--- src/rtl/wport_arb_2_1.sv ---
// rtl/wport_arb_2_1.sv - 2:1 round-robin register-file write-port arbiter with a registered output stage
// Optional grant counters are built when WPORT_ARB_STATS_EN is defined.
module wport_arb_2_1 #(
   parameter int DATA_W = 32,
   parameter int ADDR_W = 5
) (
   input  logic              clk,
   input  logic              rst_n,
   input  logic              in0_valid,
   output logic              in0_ready,
   input  logic [ADDR_W-1:0] in0_addr,
   input  logic [DATA_W-1:0] in0_data,
   input  logic              in1_valid,
   output logic              in1_ready,
   input  logic [ADDR_W-1:0] in1_addr,
   input  logic [DATA_W-1:0] in1_data,
   output logic              out_valid,
   input  logic              out_ready,
   output logic [ADDR_W-1:0] out_addr,
   output logic [DATA_W-1:0] out_data,
   output logic              out_src
`ifdef WPORT_ARB_STATS_EN
   ,
   output logic [15:0]       gnt_cnt0,
   output logic [15:0]       gnt_cnt1
`endif
);

   logic              out_valid_q, out_valid_d;
   logic [ADDR_W-1:0] out_addr_q, out_addr_d;
   logic [DATA_W-1:0] out_data_q, out_data_d;
   logic              out_src_q, out_src_d;
   logic              last_grant_q, last_grant_d;

   logic              stage_open;
   logic              gnt_idx;
   logic              in_xfer;
   logic [ADDR_W-1:0] sel_addr;
   logic [DATA_W-1:0] sel_data;

   // Grant decision deliberately ignores addr/data so ready never depends on payload.
   always_comb begin
      stage_open = !out_valid_q || out_ready;
      gnt_idx    = (in0_valid && in1_valid) ? ~last_grant_q : in1_valid;
      in_xfer    = rst_n && stage_open && (in0_valid || in1_valid);
      in0_ready  = in_xfer && !gnt_idx;
      in1_ready  = in_xfer && gnt_idx;
      sel_addr   = gnt_idx ? in1_addr : in0_addr;
      sel_data   = gnt_idx ? in1_data : in0_data;
   end

   always_comb begin
      out_valid_d  = out_valid_q;
      out_addr_d   = out_addr_q;
      out_data_d   = out_data_q;
      out_src_d    = out_src_q;
      last_grant_d = last_grant_q;
      if (in_xfer) begin
         last_grant_d = gnt_idx;
         // Writes to register 0 are accepted but dropped: the stage empties instead.
         if (sel_addr != '0) begin
            out_valid_d = 1'b1;
            out_addr_d  = sel_addr;
            out_data_d  = sel_data;
            out_src_d   = gnt_idx;
         end else begin
            out_valid_d = 1'b0;
         end
      end else if (out_ready) begin
         out_valid_d = 1'b0;
      end
   end

   always_ff @(posedge clk or negedge rst_n) begin
      if (!rst_n) begin
         out_valid_q  <= 1'b0;
         out_addr_q   <= '0;
         out_data_q   <= '0;
         out_src_q    <= 1'b0;
         last_grant_q <= 1'b1;
      end else begin
         out_valid_q  <= out_valid_d;
         out_addr_q   <= out_addr_d;
         out_data_q   <= out_data_d;
         out_src_q    <= out_src_d;
         last_grant_q <= last_grant_d;
      end
   end

   assign out_valid = out_valid_q;
   assign out_addr  = out_addr_q;
   assign out_data  = out_data_q;
   assign out_src   = out_src_q;

`ifdef WPORT_ARB_STATS_EN
   logic [15:0] gnt_cnt0_q, gnt_cnt0_d;
   logic [15:0] gnt_cnt1_q, gnt_cnt1_d;

   always_comb begin
      gnt_cnt0_d = gnt_cnt0_q;
      gnt_cnt1_d = gnt_cnt1_q;
      if (in0_ready && (gnt_cnt0_q != 16'hFFFF)) gnt_cnt0_d = gnt_cnt0_q + 16'd1;
      if (in1_ready && (gnt_cnt1_q != 16'hFFFF)) gnt_cnt1_d = gnt_cnt1_q + 16'd1;
   end

   always_ff @(posedge clk or negedge rst_n) begin
      if (!rst_n) begin
         gnt_cnt0_q <= '0;
         gnt_cnt1_q <= '0;
      end else begin
         gnt_cnt0_q <= gnt_cnt0_d;
         gnt_cnt1_q <= gnt_cnt1_d;
      end
   end

   assign gnt_cnt0 = gnt_cnt0_q;
   assign gnt_cnt1 = gnt_cnt1_q;
`endif

endmodule

--- config.mk ---
export PLATFORM = sky130hd
export DESIGN_NAME = wport_arb_2_1
export DESIGN_NICKNAME = d
export VERILOG_FILES = /design/src/rtl/wport_arb_2_1.sv
export SDC_FILE = /design/constraint.sdc
export NUM_CORES = 1
export LEC_CHECK = 0
export ABC_AREA = 1
export BUFFER_PORTS_ARGS = -buffer_cell sky130_fd_sc_hd__buf_2
export CAP_MARGIN = 20
export CORE_ASPECT_RATIO = 1.75
export CORE_UTILIZATION = 38
export DETAILED_ROUTE_END_ITERATION = 7
export MAX_ROUTING_LAYER = met4
export PLACE_DENSITY = 0.7
export REMOVE_ABC_BUFFERS = 1
export SYNTH_ARGS = -nofsm -noshare
export SYNTH_HDL_FRONTEND = slang
export SYNTH_SLANG_ARGS = --single-unit
--- constraint.sdc ---
create_clock -name clk -period 1.9 [get_ports clk]
set_clock_uncertainty 0.2 [all_clocks]
set_input_delay 0.095 -clock clk [delete_from_list [all_inputs] [get_ports clk]]
set_output_delay 0.095 -clock clk [all_outputs]
set_load 0.005 [all_outputs]
==> flow_metrics.tcl <==
set metrics [dict create \
    final_cells 583 \
    cts_sinks 40 \
    die_y_um 102.6 \
    via_count 2804 \
    die_w_um 59.48 \
    synth_seq_cells 40 \
    setup_ws_ps 60.49 \
    ys_types 23 \
    p_leak_nw 2.228 \
    avgSynthCellArea_um2 7.042 \
    areaGrowthSynthToFinish_pct 75.46 \
    dpl_cell_area_um2 2874 \
    antenna_cells 0 \
    synth_top_area_cell "dfrtp_1" \
    grtUsageTotal 0.2760 \
    hold_viol 0 \
    tightest_slew_ps 513.3 \
    synth_mux_area_frac 0 \
    yosysWarningCount 0 \
    rsz0062_at_grt "yes" \
    drc_errors 0 \
    insertion_delay_ps 290 \
    place_hpwl_mm 4.334 \
    start_util 0.3934 \
    dr.pass1.iters 4 \
    cap_violations 0 \
    p_comb_frac 0.344 \
    antenna_found_initial 0 \
    gp_congestion 0.8062 \
    drive_gt1_frac 0.3373 \
    drtIter0Drc 136 \
    grt_max_degree 41 \
    maxSlewHeadroom 0.6578 \
    synthSimpleGateAreaFrac 0.4567 \
    peakVddDrop_uv 469.6 \
    status "completed" \
    cts_buffer_depth 2 \
    dp_cells 498 \
    cts_tree "built" \
    internal_power_w 0.001883 \
    nNetsFinal 585 \
    pwr-share-clk 0.250 \
    power_density_nw_per_um2 715.2 \
    path_class "register to register" \
    ys_seq_area_frac 0.4562 \
    wire_per_inst_um 14.51 \
    period_share 0.9682 \
    finalMaxSlewViolations 0 \
    coreArea_um2 5585 \
    grt_pass1_wl_mm 12.15 \
    numCtsBuffers 5 \
    end_kind "register" \
    cts_root_buf "clkbuf_8" \
    crit_fanout 6 \
    dieArea_um2 6102 \
    p_switching_w 0.0008747 \
    pin_count 120 \
    netlist_instances 312 \
    viasPerCell 4.810 \
    yosys.area_share.adder 0 \
    finalWirelength_mm 8.462 \
    synth_compound_area_frac 0.01310 \
    grt_pass1_vias 2685 \
    rows 36 \
    htree_levels 2 \
    synth_top_family_by_area "simple AND/OR/NAND/NOR gates" \
    synth-xor-area-share 0 \
    crit_required_ps 1940 \
    p_sw_frac 0.3172 \
    crit_arrival_ps 1880 \
    setup_violations 0 \
    min_period_ps 1840 \
    p_seq_frac 0.407 \
    hold_class "input port to register" \
    pre_cts_ws_ps -55.53 \
    antenna_left 0 \
    clkSlewWorstSetupHoldPaths_ps 80 \
    overflow 0 \
    fmaxAchievable_ghz 0.5436 \
    synth_area_um2 2197 \
    portBuffers 119 \
    startpoint_type "register" \
    synth_area_leaders "dfrtp_1 44%, nand2_1 30%, nand3_1 8.9%, nand2_2 4.0%, buf_2 2.3%" \
    fin_setup_tns_ps 0 \
    final_core_util 0.6902 \
    synth_top_area_frac 0.4442 \
    finalInstanceArea_um2 3855 \
]
-- worst paths after layout --
| kind | startpoint | endpoint | slack (ps) | depth (start not counted) |
|---|---|---|---|---|
| hold reg to reg | out_data[29] | out_data[29] | 270 | 2 |
| max in group asynchronous | rst_n | last_grant_q | 840 | 3 |
| hold / removal | in0_addr[1] | out_addr[1] | 40 | 7 |
| min in group asynchronous | rst_n | out_data[21] | 280 | 3 |
| setup / recovery | last_grant_q | out_data[21] | 60 | 10 |
| setup reg to reg | last_grant_q | out_data[21] | 60 | 10 |
-- what timing repair did --
| action | CTS | global route |
|---|---|---|
| setup endpoints to repair | 38 | 41 |
| gates resized for setup | 4 | 9 |
| buffers inserted | 0 | 4 |
| hold buffers | 66 | 0 |
| pin swaps | 0 | 5 |
| endpoints found under the hold margin | 72 | 0 |
| gates cloned | 0 | 7 |
-- cell type report --
| type | instances | area (µm²) |
|---|---|---|
| sequential | 40 | 1002 |
| clock buffer | 6 | 72.57 |
| tap | 76 | 95.09 |
| timing repair buffer | 201 | 1481 |
| inverter | 15 | 58.81 |
| clock inverter | 2 | 35.03 |
| multi-input combinational | 243 | 1110 |
| fill | 474 | 1730 |
-- flip-flops by register name, summed over array words and instances, names as in the netlist --
signal        flops
out_data         32
out_valid         1
last_grant_q      1
out_src           1
out_addr          5
-- logic make-up (layout without fill, tap and decap cells) --
logic type,Yosys count,after routing
AO/OA/AOI/OAI,4,4
AND/OR/NAND/NOR,236,239
buffers and inverters,32,224
flip-flops,40,40
-- per-layer routing --
layer | global-route usage | part of all wire
met5 | - | 0
met4 | 0.1905 | 0.059
met3 | 0.03137 | 0.044
met2 | 0.4641 | 0.55
met1 | 0.2953 | 0.35
-- synth_stat cells, drive strengths merged --
| library cell | n |
|---|---|
| buf | 14 |
| clkbuf | 3 |
| clkinv | 1 |
| dfrtp | 39 |
| dfstp | 1 |
| inv | 14 |
| nand2 | 190 |
| nand3 | 40 |
| nand3b | 2 |
| nor2 | 3 |
| o21a | 1 |
| o21ai | 2 |
| o21bai | 1 |
| or2 | 1 |
-- cell usage in the layout, fill, tap and decap left out --
master,count
nand2_4,4
nor2_4,1
clkbuf_8,5
buf_12,3
o21ai_0,1
dfstp_2,1
dfrtp_1,39
buf_2,119
bufinv_16,1
inv_1,12
o21a_1,1
o21bai_4,1
nand2_8,2
or2_2,1
buf_4,7
clkbuf_16,3
clkinv_2,1
dlygate4sd3_1,66
o21ai_2,1
nand3_2,1
inv_2,1
buf_6,2
inv_4,1
nor2_1,2
buf_8,1
nand2_2,15
clkinv_1,1
nand3_1,39
nand3b_1,2
clkbuf_1,1
nand2_1,172
-- critical path, cell delays in order, from the launching register on --
cell and delay, ps:
dfstp_2 560, nand2_4 90, nand2_4 100, nand2_1 70, nand2_2 80, nand3_2 100, o21bai_4 170, buf_12 150
clkbuf_16 150, nand2_1 60, nand2_1 60
-- per-stage QoR --
stage	power (W)	hold WS (ps)
CTS	0.002662	28.56
global route	0.002922	71.73
detailed placement	0.001871	36.07
global placement	0.001849	30.52
finish	0.002757	44.61
floorplan	0.001470	-400.6
-- power groups by stage --
stage	Combinational [W]	Sequential, W	Clock [W]
3_5_place_dp	0.000738	0.00113	0
6_report	0.000947	0.00112	0.000688
4_1_cts	0.000848	0.00112	0.000695
5_1_grt	0.00105	0.00114	0.000730
3_3_place_gp	0.000719	0.00113	0
2_1_floorplan	0.000325	0.00115	0
No activity file was read; power rests on OpenSTA's default activity.
